[config.mk]
export PLATFORM = sky130hd
export DESIGN_NAME = snake_dir_ctrl
export DESIGN_NICKNAME = d
export VERILOG_FILES = /design/src/rtl/snake_dir_ctrl.sv
export SDC_FILE = /design/constraint.sdc
export NUM_CORES = 1
export LEC_CHECK = 0
export BUFFER_PORTS_ARGS = -buffer_cell sky130_fd_sc_hd__buf_2
export CAP_MARGIN = 0
export CORE_UTILIZATION = 30
export CTS_CLUSTER_DIAMETER = 80
export DETAILED_ROUTE_END_ITERATION = 12
export SETUP_SLACK_MARGIN = 0.1
export SLEW_MARGIN = 20
export SYNTH_ARGS = -nofsm -noshare
export SYNTH_HDL_FRONTEND = slang
export SYNTH_SLANG_ARGS = --single-unit
[constraint.sdc]
create_clock -name clock -period 4.8 [get_ports clock]
set_input_delay 0.48 -clock clock [delete_from_list [all_inputs] [get_ports clock]]
set_output_delay 0.48 -clock clock [all_outputs]
set_load 0.01 [all_outputs]
[src/rtl/snake_dir_ctrl.sv]
`default_nettype none
// ============================================================================
// Module      : snake_dir_ctrl
// Description : Snake heading controller fed by four debounced button levels.
//               It turns rising button levels into press events and rejects
//               presses that duplicate or reverse the last requested heading.
//               Accepted moves wait in a small FIFO, and one move is applied
//               to the heading on each game step pulse.
//
//               Ports:
//                 clock       - system clock, rising edge
//                 reset       - synchronous, active-high reset
//                 btn_up      - debounced level, 1 = pressed
//                 btn_down    - debounced level, 1 = pressed
//                 btn_left    - debounced level, 1 = pressed
//                 btn_right   - debounced level, 1 = pressed
//                 step        - one-cycle game-step pulse
//                 dir         - current heading (00 up, 01 down, 10 left,
//                               11 right), registered
//                 dir_changed - one-cycle pulse, aligned with a new dir value
//                 q_count     - number of queued moves, registered
//                 overflow    - sticky; an accepted move was dropped because
//                               the queue was full
// Revision    : 1.0 - initial release
// ============================================================================
module snake_dir_ctrl #(
    parameter int         DEPTH    = 2,      // 2 or 4
    parameter logic [1:0] INIT_DIR = 2'b11
) (
    input  logic                     clock,
    input  logic                     reset,
    input  logic                     btn_up,
    input  logic                     btn_down,
    input  logic                     btn_left,
    input  logic                     btn_right,
    input  logic                     step,
    output logic [1:0]               dir,
    output logic                     dir_changed,
    output logic [$clog2(DEPTH):0]   q_count,
    output logic                     overflow
);

    localparam int              PW     = $clog2(DEPTH);
    localparam int              CW     = PW + 1;
    localparam logic [CW-1:0]   c_FULL = CW'(DEPTH);

    localparam logic [1:0] c_UP    = 2'b00;
    localparam logic [1:0] c_DOWN  = 2'b01;
    localparam logic [1:0] c_LEFT  = 2'b10;
    localparam logic [1:0] c_RIGHT = 2'b11;

    // ------------------------------------------------------------------------
    // State
    // ------------------------------------------------------------------------
    logic [3:0]    r_prev;              // {up, down, left, right}
    logic [1:0]    r_queue [DEPTH];
    logic [PW-1:0] r_wptr;
    logic [PW-1:0] r_rptr;
    logic [CW-1:0] r_count;
    logic [1:0]    r_dir;
    logic          r_dir_changed;
    logic          r_overflow;

    // ------------------------------------------------------------------------
    // Combinational
    // ------------------------------------------------------------------------
    logic [3:0]    w_btn;
    logic [3:0]    w_press;
    logic          w_cand_valid;
    logic [1:0]    w_cand;
    logic [PW-1:0] w_last;
    logic [1:0]    w_tail;
    logic          w_reject;
    logic          w_accept;
    logic          w_full;
    logic          w_empty;
    logic          w_pop;
    logic          w_push;
    logic          w_drop;
    logic [CW-1:0] w_count_next;

    assign w_btn   = {btn_up, btn_down, btn_left, btn_right};
    assign w_press = w_btn & ~r_prev;

    // Fixed priority up > down > left > right; losers are simply discarded.
    always_comb begin
        w_cand_valid = 1'b1;
        w_cand       = c_UP;
        if (w_press[3]) begin
            w_cand = c_UP;
        end else if (w_press[2]) begin
            w_cand = c_DOWN;
        end else if (w_press[1]) begin
            w_cand = c_LEFT;
        end else if (w_press[0]) begin
            w_cand = c_RIGHT;
        end else begin
            w_cand_valid = 1'b0;
        end
    end

    assign w_empty = (r_count == '0);
    assign w_full  = (r_count == c_FULL);

    // The tail is the newest request: the last queued move, or the live
    // heading once the queue has drained. Pointers wrap naturally because
    // DEPTH is a power of two.
    assign w_last = r_wptr - PW'(1);
    assign w_tail = w_empty ? r_dir : r_queue[w_last];

    // Opposite directions differ only in bit 0.
    assign w_reject = (w_cand == w_tail) || (w_cand == {w_tail[1], ~w_tail[0]});
    assign w_accept = w_cand_valid && !w_reject;

    assign w_pop  = step && !w_empty;
    // A pop in the same cycle frees a slot, so a full queue can still take it.
    assign w_push = w_accept && (!w_full || w_pop);
    assign w_drop = w_accept && w_full && !w_pop;

    always_comb begin
        w_count_next = r_count;
        case ({w_push, w_pop})
            2'b10:   w_count_next = r_count + CW'(1);
            2'b01:   w_count_next = r_count - CW'(1);
            default: w_count_next = r_count;
        endcase
    end

    // ------------------------------------------------------------------------
    // Queue storage (contents are don't-care while pointers are reset)
    // ------------------------------------------------------------------------
    always_ff @(posedge clock) begin
        if (w_push && !reset) begin
            r_queue[r_wptr] <= w_cand;
        end
    end

    // ------------------------------------------------------------------------
    // Control registers
    // ------------------------------------------------------------------------
    always_ff @(posedge clock) begin
        if (reset) begin
            // Held buttons must be released and pressed again after reset.
            r_prev        <= 4'b1111;
            r_wptr        <= '0;
            r_rptr        <= '0;
            r_count       <= '0;
            r_dir         <= INIT_DIR;
            r_dir_changed <= 1'b0;
            r_overflow    <= 1'b0;
        end else begin
            r_prev        <= w_btn;
            r_count       <= w_count_next;
            r_dir_changed <= w_pop;
            if (w_push) begin
                r_wptr <= r_wptr + PW'(1);
            end
            if (w_pop) begin
                r_dir  <= r_queue[r_rptr];
                r_rptr <= r_rptr + PW'(1);
            end
            if (w_drop) begin
                r_overflow <= 1'b1;
            end
        end
    end

    assign dir         = r_dir;
    assign dir_changed = r_dir_changed;
    assign q_count     = r_count;
    assign overflow    = r_overflow;

endmodule
`default_nettype wire

* Yosys cells after proc, flatten, opt, wreduce, memory -nomap -nowiden
Memory sizes are Yosys's and may differ from the RTL's. A register that Yosys moved wholly into a read port is not among the register bits.
Cells that the tools add are included.
** Storage, ports and cells
- Register bits :: 10
- Bits in writable memories :: 4
- Input port bits :: 7
- Output and inout port bits :: 6
- Logic and storage cells :: 47
- Memories :: 1
** Memories
- r_queue :: depth 2, width 2, rd ports 2, clocked after memory_dff 1, write ports 1, line 56 : logic [1:0] r_queue [DEPTH];
** Cells by class
- Add/sub/neg operators :: 5
- Eq/ne operators :: 5
- Multiplexer cells :: 12
- Bitwise gates (word level) :: 3
- Reduce and logical (&&, ||, !) cells :: 15
** Operators with widths (number)
- 2-to-1 mux 2 bit :: 5
- logical AND 1 bit :: 6
- 2-to-1 mux 1 bit :: 6
- logical NOT 1 bit :: 5
- bitwise AND 4 bit :: 1
- == test 2 bit :: 2
- == test 2 bit (second input constant) :: 2
- NOT 4 bit :: 1
- one-hot mux 2 bit (2 select lines) :: 1
- adder 1 bit (second input constant) :: 2
- adder 2 x 1 -> 2 bit (second input constant) :: 1
- == test 2 x 1 -> 1 bit (second input constant) :: 1
- logical NOT 2 bit :: 1
- logical OR 1 bit :: 2
- nonzero test 2 bit :: 1
- subtractor 2 x 1 -> 2 bit (second input constant) :: 1
- NOT 1 bit :: 1
- subtractor 1 bit (second input constant) :: 1

* Logic depth before layout (Yosys ltp)
Gate-level depths: netlist (run 1).
- Depth in word-level cells :: 14
- Gate-level depth with buffers :: 5
- Gate-level depth less buffers :: 5

* Worst setup path before layout (run 1)
Ideal clock, no wire load.
- Path type :: input to register
- Start :: input port btn_up
- End :: memory r_queue[1][0] (enable)
- Setup time :: 0.332 ns
- Arrival time :: 1.435 ns
- Required time :: 4.468 ns
- Setup slack :: 3.033 ns
- Stages :: 5
- Buffers on the path :: 0
- Cells stage by stage :: nor2b_1 -> a211oi_4 -> mux2_2 -> o21ai_0 -> nor3b_1
** Between the ends
- Cells in the longest elaborated chain, start to end :: 10
- Elaborated cells on any way between the ends :: 12
- Those cells by class :: 2 x eq/ne; 4 x mux; 1 x bitwise; 5 x reduce/logical
** RTL lines
- from (decl) :: line 32 : input logic btn_up,
- bitwise AND 4 bit (*) :: line 83 : assign w_press = w_btn & ~r_prev;
- 2-to-1 mux 2 bit (*) :: line 89 : if (w_press[3]) begin
- named net w_cand[1] :: line 70 : logic [1:0] w_cand;
- == test 2 bit :: line 112 : assign w_reject = (w_cand == w_tail) || (w_cand == {w_tail[1], ~w_tail[0]});
- logical OR 1 bit (*) :: line 112
- logical NOT 1 bit (*) :: line 113 : assign w_accept = w_cand_valid && !w_reject;
- logical AND 1 bit (*) :: line 113
- logical AND 1 bit (*) :: line 117 : assign w_push = w_accept && (!w_full || w_pop);
- logical AND 1 bit (*) :: line 133 : if (w_push && !reset) begin
- 2-to-1 mux 1 bit (*) :: line 133
- 2-to-1 mux 1 bit (implied by the code) (*) :: line 134 : r_queue[r_wptr] <= w_cand;
- to (decl) :: line 56
Mark *: on every way through the listed nets, which the timed path passes. The rest lies on a longest branch.

* Worst setup path after layout (run 1)
- Start :: register r_wptr
- End :: memory r_queue[1][1] (enable)
** Between the ends
- Cells in the longest elaborated chain, start to end :: 12
- Elaborated cells on any way between the ends :: 13
- Those cells by class :: 1 x add/sub; 2 x eq/ne; 3 x mux; 1 x bitwise; 5 x reduce/logical; 1 x memory
** RTL lines
- from (decl) :: line 57 : logic [PW-1:0] r_wptr;
- from (signal assigned) :: line 156 : r_wptr <= r_wptr + PW'(1);
- subtractor 1 bit :: line 108 : assign w_last = r_wptr - PW'(1);
- memory (2 x 2 bit)
- 2-to-1 mux 2 bit :: line 109 : assign w_tail = w_empty ? r_dir : r_queue[w_last];
- NOT 1 bit :: line 112
- == test 2 bit :: line 112
- logical OR 1 bit :: line 112
- logical NOT 1 bit :: line 113
- logical AND 1 bit :: line 113
- logical AND 1 bit :: line 117
- logical AND 1 bit :: line 133
- 2-to-1 mux 1 bit :: line 133
- 2-to-1 mux 1 bit (implied by the code) :: line 134
Several ways; a longest one is shown, not always the timed one.

==> results of run 1 <==
-- worst max-delay path by stage --
stage / start / endpoint / depth (start not counted)
after global placement: btn_up / r_queue[1][0] / 6
after detailed placement: btn_up / r_queue[1][1] / 6
final: r_wptr / r_queue[1][1] / 5
after global routing: r_wptr / r_queue[1][1] / 5
after CTS: r_wptr / r_queue[1][0] / 5
after floorplan: btn_up / r_queue[1][0] / 5
-- placed cells by master, fill, tap and decap left out, types with 2 or more instances in the layout --
| cell type | netlist | layout |
|---|---|---|
| a21oi_1 | 2 | 2 |
| dfxtp_1 | 12 | 12 |
| o211ai_1 | 3 | 3 |
| nor2b_1 | 2 | 2 |
| nor2_1 | 7 | 7 |
| edfxtp_1 | 4 | 4 |
| mux2i_1 | 3 | 3 |
| inv_1 | 3 | 3 |
| nor3_1 | 2 | 2 |
| clkbuf_4 | 0 | 3 |
| nand2_1 | 3 | 3 |
| o21ai_0 | 3 | 3 |
| or2_2 | 5 | 5 |
| nand2b_1 | 3 | 3 |
| buf_2 | 0 | 12 |
-- metal layers --
layer / up-vias / wire length, um / GRT usage [%]
met4: 0 / 9 / 6.19
met2: 14 / 575 / 17.8
li1: 263 / - / -
met3: 2 / 77 / 4.85
met5: - / 0 / 0
met1: 238 / 528 / 11.0
-- stage by stage --
step,area (sq um),power [mW],hold slack [ps],std cells,util [%]
2_1_floorplan,697,0.176,495,67,-
3_3_place_gp,788,0.185,460,106,36.0
3_5_place_dp,788,0.186,470,106,36.0
4_1_cts,815,0.259,377,110,37.2
5_1_grt,815,0.271,373,110,37.2
6_report,815,0.256,390,110,37.2
-- final cells by class --
cell class	count	area, sq um	area share, %
clock buffers	3	22.5	2.76
clock inverters	1	3.75	0.461
inverters	3	11.3	1.38
multi-input cells	47	322	39.5
flip-flops and latches	16	360	44.2
well taps	28	35.0	4.30
repair buffers	12	60.1	7.37
-- power groups by stage --
stage | Clock, mW | Combinational [mW] | Sequential (mW)
2_1_floorplan | 0 | 0.0226 | 0.153
3_3_place_gp | 0 | 0.0322 | 0.153
3_5_place_dp | 0 | 0.0333 | 0.153
4_1_cts | 0.0758 | 0.0336 | 0.150
5_1_grt | 0.0829 | 0.0372 | 0.151
6_report | 0.0729 | 0.0332 | 0.150
-- worst reg2reg max path, stage by stage (launching register included) --
cell     delay, ps
dfxtp_1        430
mux2_4         330
mux2i_2        210
mux2_2         240
o21ai_0        130
nor3b_1        310
-- state kept, by name (all words and copies together), names as in the netlist --
| name | cells |
|---|---|
| dir | 2 |
| dir_changed | 1 |
| q_count | 2 |
| r_queue | 4 |
| r_prev | 4 |
| r_rptr | 1 |
| r_wptr | 1 |
| overflow | 1 |
-- cells by family after synthesis --
logic type                count (synthesis)
muxes                                     6
buffers and inverters                     4
xor gates and xnor gates                  1
DFF                                      16
and+or+nand+nor                          26
AOI/OAI and AO/OA                        14
==> results.yml, run 1 <==
global_route:
  antenna_found_initial: 0
  overflow: 0
  grt_pass1_wl_um: 1880
  grt_max_degree: 14
  first_global_vias: 465
  grt_util_all_layers_pct: 10.7
critical_path:
  rr_startpoint: "r_wptr"
  worstPathMaxFanout: 5
  cp_cell_sequence: "mux2_4, mux2i_2, mux2_2, o21ai_0, nor3b_1"
  worst_path_largest_cell_delay_ps: 430
  timing.rr.end: "r_queue[1][1]"
  rr_worst_depth: 5
  cp_data_arrival_time_ps: 1930
  path_buf_inv: 0
  required_ps: 4770
  cpLargestDelayFamily: "multiplexers"
  slowest_stage: "dfxtp_1"
  cp-end-kind: "flop"
  path_class: "reg -> reg"
  setup.reg_to_reg.worst_slack_ps: 2830
  start_kind: "flop"
clock_tree:
  clk_pin_slew_worst_paths_ps: 100
  clk_path_buf_depth: 2
  tritoncts: "built"
  cts_sinks: 16
  cts_root_buffer: "clkbuf_4"
  h-tree-depth: 1
  ctsResizeCount: 0
  post_cts_buffers: 0
  clock_latency_ps: 290
  ctsHoldBuffers: 0
  cts_inserted_buffers: 3
route:
  remaining_drc_errors: 0
  dr.first_iter.drc_count: 8
  first_pass_iters: 4
  ant_nets: 0
  vias: 517
  via_per_inst: 4.70
  wl_um: 1190
  wl_per_cell_um: 10.8
timing:
  final.setup.tns_ps: 0
  maxSlewViolCount: 0
  fmax_mhz: 509
  skew_ps: 7.98
  setup_viol: 0
  fin_crit_sh_pct: 41.0
  hold_viol: 0
  layout_setup_ws_ps: 2830
  worst_slew_pin_slew_ps: 422
  max-slew-margin-rel_pct: 71.7
  rsz0062_at_grt: "false"
  fin_crit_ps: 1970
synthesis:
  ys_seq_area_share_pct: 51.7
  synth.most_common_cell: "dfxtp_1"
  ys_ff_latch: 16
  synth_mux_area_share_pct: 10.1
  synth_fp_nets: 74
  synthFlopType: "dfxtp_1"
  synth_xor_area_share_pct: 1.26
  syn_inst: 67
  synth_fa_ha_area_share_pct: 0
  avgSynthCellArea_sq_um: 10.4
  synth_area_sq_um: 697
  ys_top_cells_by_count: "dfxtp_1 (12), nor2_1 (7), or2_2 (5), edfxtp_1 (4)"
  synthSimpleGateAreaFrac_pct: 19.6
  yosysTopAreaCell: "dfxtp_1"
  ys_warn_count: 0
  synth-async-reset-ratio_pct: 0
  synth_top_area_share_pct: 34.5
  synth_compound_area_share_pct: 15.3
  synth_top_family_by_area: "simple AND/OR/NAND/NOR gates"
  ys_top_cells_by_area: "dfxtp_1 (34%), edfxtp_1 (17%), or2_2 (4.5%)"
  synth_edf_count: 4
  ys_types: 28
placed_design:
  gp_congestion: 0.789
  pre_cts_ws_ps: 2800
  numPortBuffers: 12
  dp_hpwl_um: 872
floorplanning:
  initial_core_util_pct: 31.8
  core-area_sq_mm: 0.00219
  io_pins: 13
  die_w_um: 50.2
  die_h_um: 50.2
  dieArea_sq_mm: 0.00252
  rows: 17
pwr:
  seq_power_share_pct: 58.5
  clockPowerShare_pct: 28.5
  peakVddDrop_v: 0.000200
  swShare_pct: 25.4
  power.switching_mw: 0.0649
  power_density_mw_per_mm2: 314
  p_int_mw: 0.191
  power.leakage_nw: 0.341
  comb_power_share_pct: 13.0
hold_path:
  holdPathStages: 2
  min_to: "r_prev[2]"
  hold_class: "in -> reg"
  min_from: "btn_down"
flow_run:
  max_cap_violations: 0
cells_and_area:
  syn_to_final_growth_pct: 16.9
  nFillCells: 233
  finalNetCount: 90
  diodes: 0
  layout-drive-gt1-share_pct: 30.5
run_status:
  status: "completed"
(Power assumes the default switching activity.)
==> inputs of run 2 (changes only) <==
==> constraint.sdc (replaced) <==
create_clock -name clock -period 2 [get_ports clock]
set_input_delay 0.2 -clock clock [delete_from_list [all_inputs] [get_ports clock]]
set_output_delay 0.2 -clock clock [all_outputs]
set_load 0.01 [all_outputs]
==> run 2 against run 1 <==
Net effect:
- worst setup slack worse by 2700 ps
- clock skew down 4.7 ps
- critical endpoint unchanged
- die area unchanged
- first-iteration DRC count up 38%
- via count up 0.39%
- clock power up 140%
- non-clock buffer count up 2
- design area up 5.1%
- highest routed layer unchanged
- utilization up 1.9 points
- sequential cell count unchanged
- critical path type unchanged
- sequential power up 140%
==> results.yml, run 2 (synthesis gave the netlist of run 1 again) <==
clock_tree:
  clk_path_buf_depth: 2
  cts_inserted_buffers: 3
  tritoncts: "built"
  post_cts_buffers: 0
  clock_latency_ps: 290
  clk_pin_slew_worst_paths_ps: 90
  h-tree-depth: 1
  cts_root_buffer: "clkbuf_4"
  cts_sinks: 16
cells_and_area:
  top_regs: "r_prev: 4 flops, r_queue: 4 flops"
  syn_to_final_growth_pct: 22.8
  layout-drive-gt1-share_pct: 36.9
  diodes: 0
  final_common_cell: "buf_2"
  fin_area_sq_um: 856
  most-common-layout-cells: "buf_2 (12), dfxtp_1 (11), nor2_1 (6)"
  finalNetCount: 92
  nFillCells: 231
critical_path:
  critPathLaunch: "r_wptr"
  required_ps: 1990
  start_kind: "flop"
  cp_data_arrival_time_ps: 1800
  timing.rr.end: "r_queue[1][1]"
  cp-end-kind: "flop"
  rr_startpoint: "r_wptr"
  crit_end: "r_queue[1][1]"
  worstPathMaxFanout: 5
  rr_worst_depth: 5
  path_class: "reg -> reg"
  setup.reg_to_reg.worst_slack_ps: 180
route:
  wl_um: 1110
  via_per_inst: 4.63
  ant_nets: 0
  dr.first_iter.drc_count: 11
  first_pass_iters: 3
  wl_per_cell_um: 9.90
  remaining_drc_errors: 0
  vias: 519
global_route:
  first_global_vias: 444
  grt_pass1_wl_um: 1840
  overflow: 0
  grt_util_all_layers_pct: 9.91
  antenna_found_initial: 0
  grt_max_degree: 14
timing:
  whs_ps: 102
  fmax_mhz: 550
  hold_viol: 0
  final.setup.tns_ps: 0
  max-slew-margin-rel_pct: 72.2
  fin_crit_ps: 1820
  fin_crit_sh_pct: 90.9
  rsz0062_at_grt: "false"
  worst_slew_pin_slew_ps: 414
  layout_setup_ws_ps: 183
  skew_ps: 3.32
  maxSlewViolCount: 0
  setup_viol: 0
placed_design:
  dpl_cell_area_sq_um: 803
  pre_cts_ws_ps: 121
  numPortBuffers: 12
  dp_hpwl_um: 835
  gp_congestion: 0.838
floorplanning:
  die_w_um: 50.2
  rows: 17
  dieArea_sq_mm: 0.00252
  die_h_um: 50.2
  core-area_sq_mm: 0.00219
  io_pins: 13
  initial_core_util_pct: 31.8
pwr:
  power_density_mw_per_mm2: 727
  power.leakage_nw: 0.360
  peakVddDrop_v: 0.000403
hold_path:
  hold_class: "in -> reg"
run_status:
  status: "completed"
flow_run:
  max_cap_violations: 0
-- run 2: stage by stage --
stage,power [mW],utilization (%),cells
final,0.622,39.1,112
after global routing,0.657,39.1,112
after CTS,0.625,37.9,112
after detailed placement,0.448,36.7,108
after global placement,0.447,36.7,108
after floorplan,0.421,-,67
-- run 2: worst min-delay path by stage --
stage	start	slack, ps	cells after the start	to
global route	btn_left	100	2	r_prev[1]
detailed placement	btn_up	400	2	r_prev[3]
global placement	btn_down	400	2	r_prev[2]
CTS	btn_up	90	2	r_prev[3]
floorplan	btn_right	310	1	r_prev[0]
finish	btn_up	100	2	r_prev[3]
-- run 2: worst max-delay path, cell delays in order, from the launching register on --
cell and delay, ps:
dfxtp_2 380, mux2_4 320, mux2i_4 170, mux2_4 200
o21ai_0 150, nor3b_2 290
-- run 2: routing by layer --
layer	GRT usage [%]	routed length, um
met2	16.0	494
met5	0	0
met1	10.9	517
met3	5.76	85
met4	2.86	12
-- run 2: layout make-up --
type / instances / area (sq um) / area share, %
Tap cell: 28 / 35.0 / 4.09
Multi-Input combinational cell: 47 / 347 / 40.5
Sequential cell: 16 / 362 / 42.3
Clock buffer: 3 / 22.5 / 2.63
Timing Repair Buffer: 14 / 75.1 / 8.77
Inverter: 3 / 11.3 / 1.32
Clock inverter: 1 / 3.75 / 0.439
-- run 2: where the power goes --
part	switching [mW]	leakage [nW]	internal, mW
clock network	0.100	0.0154	0.0725
registers	0.0101	0.136	0.348
logic	0.0458	0.208	0.0449
total	0.156	0.360	0.466
-- run 2: repair_timing --
item | 4_1_cts | 5_1_grt
hold buffers | 0 | 0
endpoints found under the setup margin | 0 | 5
resized for setup | 0 | 6
